`src/rtl/multicycle_main_fsm_pkg.sv`:
```
// Shared encodings for the multicycle RV32I controller: FSM states, opcodes,
// datapath mux selects and the bundle of control lines the main FSM drives.
package multicycle_main_fsm_pkg;

   typedef enum logic [3:0] {
      S_FETCH    = 4'd0,
      S_DECODE   = 4'd1,
      S_MEMADR   = 4'd2,
      S_MEMREAD  = 4'd3,
      S_MEMWRITE = 4'd4,
      S_MEMWB    = 4'd5,
      S_EXECUTER = 4'd6,
      S_EXECUTEI = 4'd7,
      S_ALUWB    = 4'd8,
      S_BRANCH   = 4'd9,
      S_JAL      = 4'd10,
      S_JALR     = 4'd11,
      S_LUI      = 4'd12
   } state_e;

   localparam logic [6:0] OP_LOAD   = 7'b0000011;
   localparam logic [6:0] OP_STORE  = 7'b0100011;
   localparam logic [6:0] OP_RTYPE  = 7'b0110011;
   localparam logic [6:0] OP_ITYPE  = 7'b0010011;
   localparam logic [6:0] OP_BRANCH = 7'b1100011;
   localparam logic [6:0] OP_JAL    = 7'b1101111;
   localparam logic [6:0] OP_JALR   = 7'b1100111;
   localparam logic [6:0] OP_LUI    = 7'b0110111;
   localparam logic [6:0] OP_AUIPC  = 7'b0010111;

   localparam logic [1:0] ALUOP_ADD   = 2'b00;
   localparam logic [1:0] ALUOP_SUB   = 2'b01;
   localparam logic [1:0] ALUOP_FUNCT = 2'b10;

   localparam logic [1:0] SRCA_PC    = 2'b00;
   localparam logic [1:0] SRCA_OLDPC = 2'b01;
   localparam logic [1:0] SRCA_RS1   = 2'b10;
   localparam logic [1:0] SRCA_ZERO  = 2'b11;

   localparam logic [1:0] SRCB_RS2  = 2'b00;
   localparam logic [1:0] SRCB_IMM  = 2'b01;
   localparam logic [1:0] SRCB_FOUR = 2'b10;

   localparam logic [1:0] RESULT_ALUOUT    = 2'b00;
   localparam logic [1:0] RESULT_DATA      = 2'b01;
   localparam logic [1:0] RESULT_ALURESULT = 2'b10;

   typedef struct packed {
      logic       pcUpdate;
      logic       branch;
      logic       irWrite;
      logic       regWrite;
      logic       memWrite;
      logic       memReq;
      logic       adrSrc;
      logic [1:0] resultSrc;
      logic [1:0] aluSrcA;
      logic [1:0] aluSrcB;
      logic [1:0] aluOp;
   } ctrl_t;

endpackage

```
`src/rtl/multicycle_main_fsm.sv`:
```
// Main control FSM of the multicycle RV32I core: sequences each instruction from
// its opcode and decodes every datapath enable and mux select from the state.
module multicycle_main_fsm
   import multicycle_main_fsm_pkg::*;
#(
   parameter bit MEM_HANDSHAKE = 1'b1,
   parameter int STATE_W       = 4
) (
   input  logic               clk,
   input  logic               reset_n,
   input  logic [6:0]         op,
   input  logic               mem_ready,
   output logic               PCUpdate,
   output logic               Branch,
   output logic               IRWrite,
   output logic               RegWrite,
   output logic               MemWrite,
   output logic               mem_req,
   output logic               AdrSrc,
   output logic [1:0]         ResultSrc,
   output logic [1:0]         ALUSrcA,
   output logic [1:0]         ALUSrcB,
   output logic [1:0]         ALUOp,
   output logic               illegal_op,
   output logic [STATE_W-1:0] state_o
);

   state_e state_q;
   state_e state_d;
   logic   memReady;
   logic   opKnown;
   ctrl_t  ctrl;

   assign memReady = MEM_HANDSHAKE ? mem_ready : 1'b1;

   always_ff @(posedge clk or negedge reset_n) begin
      if (!reset_n) begin
         state_q <= S_FETCH;
      end else begin
         state_q <= state_d;
      end
   end

   always_comb begin
      state_d = state_q;
      opKnown = 1'b1;
      case (state_q)
         S_FETCH:    if (memReady) state_d = S_DECODE;
         S_DECODE: begin
            case (op)
               OP_LOAD, OP_STORE: state_d = S_MEMADR;
               OP_RTYPE:          state_d = S_EXECUTER;
               OP_ITYPE:          state_d = S_EXECUTEI;
               OP_BRANCH:         state_d = S_BRANCH;
               OP_JAL:            state_d = S_JAL;
               OP_JALR:           state_d = S_JALR;
               OP_LUI:            state_d = S_LUI;
               OP_AUIPC:          state_d = S_ALUWB;
               default: begin
                  state_d = S_FETCH;
                  opKnown = 1'b0;
               end
            endcase
         end
         S_MEMADR:   state_d = op[5] ? S_MEMWRITE : S_MEMREAD;
         S_MEMREAD:  if (memReady) state_d = S_MEMWB;
         S_MEMWRITE: if (memReady) state_d = S_FETCH;
         S_EXECUTER, S_EXECUTEI, S_JAL, S_LUI: state_d = S_ALUWB;
         S_JALR:     state_d = S_JAL;
         default:    state_d = S_FETCH;
      endcase
   end

   // JAL reuses ALUOut (rs1+imm from JALR, or OldPC+imm from DECODE) as the new PC
   // while the ALU forms the link address OldPC+4 for ALUWB to write back.
   always_comb begin
      ctrl       = '0;
      illegal_op = 1'b0;
      case (state_q)
         S_FETCH: begin
            ctrl.memReq    = 1'b1;
            ctrl.aluSrcA   = SRCA_PC;
            ctrl.aluSrcB   = SRCB_FOUR;
            ctrl.aluOp     = ALUOP_ADD;
            ctrl.resultSrc = RESULT_ALURESULT;
            ctrl.irWrite   = memReady;
            ctrl.pcUpdate  = memReady;
         end
         S_DECODE: begin
            ctrl.aluSrcA = SRCA_OLDPC;
            ctrl.aluSrcB = SRCB_IMM;
            ctrl.aluOp   = ALUOP_ADD;
            illegal_op   = !opKnown;
         end
         S_MEMADR, S_JALR: begin
            ctrl.aluSrcA = SRCA_RS1;
            ctrl.aluSrcB = SRCB_IMM;
            ctrl.aluOp   = ALUOP_ADD;
         end
         S_MEMREAD: begin
            ctrl.memReq    = 1'b1;
            ctrl.adrSrc    = 1'b1;
            ctrl.resultSrc = RESULT_ALUOUT;
         end
         S_MEMWRITE: begin
            ctrl.memReq    = 1'b1;
            ctrl.memWrite  = 1'b1;
            ctrl.adrSrc    = 1'b1;
            ctrl.resultSrc = RESULT_ALUOUT;
         end
         S_MEMWB: begin
            ctrl.resultSrc = RESULT_DATA;
            ctrl.regWrite  = 1'b1;
         end
         S_EXECUTER: begin
            ctrl.aluSrcA = SRCA_RS1;
            ctrl.aluSrcB = SRCB_RS2;
            ctrl.aluOp   = ALUOP_FUNCT;
         end
         S_EXECUTEI: begin
            ctrl.aluSrcA = SRCA_RS1;
            ctrl.aluSrcB = SRCB_IMM;
            ctrl.aluOp   = ALUOP_FUNCT;
         end
         S_ALUWB: begin
            ctrl.resultSrc = RESULT_ALUOUT;
            ctrl.regWrite  = 1'b1;
         end
         S_BRANCH: begin
            ctrl.aluSrcA   = SRCA_RS1;
            ctrl.aluSrcB   = SRCB_RS2;
            ctrl.aluOp     = ALUOP_SUB;
            ctrl.resultSrc = RESULT_ALUOUT;
            ctrl.branch    = 1'b1;
         end
         S_JAL: begin
            ctrl.aluSrcA   = SRCA_OLDPC;
            ctrl.aluSrcB   = SRCB_FOUR;
            ctrl.aluOp     = ALUOP_ADD;
            ctrl.resultSrc = RESULT_ALUOUT;
            ctrl.pcUpdate  = 1'b1;
         end
         S_LUI: begin
            ctrl.aluSrcA = SRCA_ZERO;
            ctrl.aluSrcB = SRCB_IMM;
            ctrl.aluOp   = ALUOP_ADD;
         end
         default: ;
      endcase
   end

   // Enables are gated by reset_n directly so nothing can fire while reset is held.
   assign PCUpdate  = reset_n & ctrl.pcUpdate;
   assign Branch    = reset_n & ctrl.branch;
   assign IRWrite   = reset_n & ctrl.irWrite;
   assign RegWrite  = reset_n & ctrl.regWrite;
   assign MemWrite  = reset_n & ctrl.memWrite;
   assign mem_req   = reset_n & ctrl.memReq;
   assign AdrSrc    = ctrl.adrSrc;
   assign ResultSrc = ctrl.resultSrc;
   assign ALUSrcA   = ctrl.aluSrcA;
   assign ALUSrcB   = ctrl.aluSrcB;
   assign ALUOp     = ctrl.aluOp;
   assign state_o   = STATE_W'(state_q);

endmodule

```
`config.mk`:
```
export PLATFORM = sky130hd
export DESIGN_NAME = multicycle_main_fsm
export DESIGN_NICKNAME = d
export VERILOG_FILES = /design/src/rtl/multicycle_main_fsm_pkg.sv /design/src/rtl/multicycle_main_fsm.sv
export SDC_FILE = /design/constraint.sdc
export NUM_CORES = 1
export LEC_CHECK = 0
export CAP_MARGIN = 20
export CORE_ASPECT_RATIO = 0.7
export CORE_MARGIN = 1.5
export CORE_UTILIZATION = 26
export CTS_BUF_LIST = sky130_fd_sc_hd__clkbuf_16
export DETAILED_ROUTE_END_ITERATION = 12
export PLACE_DENSITY_LB_ADDON = 0.08
export SYNTH_ARGS = -nofsm -noshare
export SYNTH_HDL_FRONTEND = slang
export SYNTH_SLANG_ARGS = --single-unit
export TNS_END_PERCENT = 30
```
`constraint.sdc`:
```
create_clock -name clk -period 1.98 [get_ports clk]
set_input_delay 0.198 -clock clk [delete_from_list [all_inputs] [get_ports clk]]
set_output_delay 0.198 -clock clk [all_outputs]
set_load 0.05 [all_outputs]
```
==> metrics.md <==
| Metric | Value |
|---|---|
| Status | `finished clean` |
| Nets | `128` |
| Antenna Cells | `0` |
| CP startpoint kind | `flip-flop` |
| Ys flop type | `dfrtp_1` |
| Final slew viol count | `0` |
| Max Root-Sink Buffers | `2` |
| Post-synth EDFFs | `0` |
| DR iter-0 viols | `15` |
| Worst-Margin Slew | `0.492 ns` |
| Final min period | `1.88 ns` |
| Die Area | `0.00272 mm2` |
| Worst-path maximum fanout | `12` |
| Synth Warn # | `0` |
| GRT overflow | `0` |
| Die Ht | `44.1 um` |
| Area leader, netlist | `dfrtp_1` |
| Share of post-route cells with drive strength above 1 | `33.6%` |
| Crit Path Category | `flip-flop to output port` |
| Via density | `4.93` |
| PortBufs | `29` |
| Final Cell Area | `0.00123 mm2` |
| Slew HR | `67.1%` |
| Largest cells by area after synthesis | `dfrtp_1, nand2b_1, and3b_1` |
| Synthesized area | `628 um2` |
| Final Wtd Congestion | `0.750` |
| Post-synthesis average cell area | `7.48 um2` |
| Max Clk Rate | `532 MHz` |
| Vias | `729` |
| Lkg Pwr | `0.501 nW` |
| Final setup margin | `0.0988 ns` |
| Commonest non-fill, non-tap cells in the layout | `buf_12, clkdlybuf4s50_1, buf_4` |
| Number of max-cap violations | `0` |
| Clk_lat worst skew | `0.23 ns` |
| FFs w/ async S/R, synth | `100%` |
| Seq/Total Area, Yosys | `15.9%` |
| Starting Density | `28.5%` |
| Max reg flops | `4` |
| Vias in the first global route | `631` |
| Drt first pass iters | `4` |
| # rows | `14` |
| Clock Tree Root | `clkbuf_16` |
| Clk slew on worst S/H paths | `0.03 ns` |
| CTS H-tree depth | `1` |
| Post-CTS setup buffer count | `0` |
| Clk_skew | `0.00122 ns` |
| Final Hold Fails | `0` |
| Post-cts resize count | `0` |
| Mapped Cells | `84` |
| DR DRC count | `0` |
| Min-Delay Path Class | `primary input to asynchronous set/reset pin` |
| Critical Path End Type | `output port` |
| Core Area | `0.00221 mm2` |
| Worst Path Required | `1.78 ns` |
| RSZ-0062 raised after global routing | `false` |
| FF+latch count, synth | `4` |
| # fillers | `206` |
| Avg WL per Cell | `12.6 um` |
| IO Count | `30` |
| Total global-route track usage | `15.8%` |
| Final setup violation count | `0` |
| Post-place setup slack | `0.140 ns` |
| Total Wirelength | `1.87 mm` |
| Mapped Nets | `94` |
| Tcrit/Tclk final | `95.0%` |
| Final ANT Viol Nets | `0` |
| Area of placed instances | `0.00115 mm2` |
| Yosys top cell area share | `15.9%` |
| Pin count of the biggest net entering global routing | `16` |
| CTS tree | `done` |
| Initial antenna violation count | `0` |
| CTS Hold Buffers Added | `0` |
| Worst vdd ir | `0.000255 V` |
| Die X-Extent | `61.7 um` |
| DP HPWL | `1.48 mm` |
| Worst EP arrival | `1.68 ns` |
| Layout area overhead | `95.2%` |
| First-pass GRT wire length | `3.12 mm` |
| CTS Sinks | `4` |
| Cell variety after synth | `41` |
| PD cells | `678 mW/mm2` |
| Num CTS Buffers | `3` |
| Commonest non-fill, non-tap cell in the layout | `buf_12` |
area by class of cell:
type / count / area, um2 / area share (%)
flip-flops and latches: 4 / 103 / 8.37
clock buffers: 3 / 75.1 / 6.12
multi-input cells: 73 / 513 / 41.8
repair buffers: 36 / 495 / 40.4
well taps: 32 / 40.0 / 3.27
metal layers:
metal	share of wire [%]	global-route usage, %
met3	5.0	5.56
met5	0	0
met1	50	22.7
met2	44	21.9
met4	1.3	5.11
path summary, 6_finish.rpt:
check / depth (start not counted) / end / startpoint / slack [ns]
min in group clk: 3 / state_o[0] / op[0] / 0.60
max reg2reg: 4 / state_o[0] / state_o[1] / 0.56
min: 2 / state_o[3] / reset_n / 0.46
min reg2reg: 2 / state_o[0] / state_o[1] / 0.64
max: 4 / ALUSrcA[1] / state_o[0] / 0.1
max in group asynchronous: 2 / state_o[2] / reset_n / 1.40
critical path, stage by stage, from the launching register on:
cell,delay (ns)
dfrtp_2,0.48
or3b_2,0.47
a21boi_0,0.17
a221o_1,0.18
buf_12,0.14
where the power goes:
part | leakage [nW] | internal [W] | switching [W]
Sequential | 0.0513 | 0.0000880 | 0.0000165
Combinational | 0.413 | 0.000191 | 0.000215
Clock | 0.0370 | 0.000258 | 0.0000612
through the flow:
stage	hold slack (ns)	utilization [%]	power, W	std cells	TNS (ns)
4_1_cts	0.447	55.6	0.000837	148	0
3_3_place_gp	0.625	52.2	0.000511	145	0
2_1_floorplan	-0.0976	-	0.000328	84	-0.706
3_5_place_dp	0.635	52.2	0.000513	145	0
5_1_grt	0.460	55.6	0.000867	148	0
6_report	0.456	55.6	0.000831	148	0
Yosys cell counts, types with 2 or more instances:
| cell type | n |
|---|---|
| mux2i_1 | 2 |
| and3_1 | 3 |
| nor2_1 | 9 |
| and2_1 | 3 |
| nand2b_1 | 6 |
| dfrtp_1 | 4 |
| o21bai_1 | 2 |
| o21a_1 | 2 |
| nor3_1 | 2 |
| nand2_1 | 4 |
| nand3_1 | 2 |
| buf_2 | 5 |
| nor2b_1 | 4 |
| o21ai_0 | 3 |
| and3b_1 | 4 |
| a21oi_1 | 4 |
cell families (layout without fill, tap and decap cells):
logic type	count (synthesis)	in the layout	share of synthesized area, %
buffers and inverters	7	39	6.97
flip-flops	4	4	15.9
XOR/XNOR	1	1	1.39
AND/OR/NAND/NOR	47	47	45.4
multiplexers	3	3	4.98
AO/OA/AOI/OAI	22	22	25.3
Power figures use the tool's default switching activity.
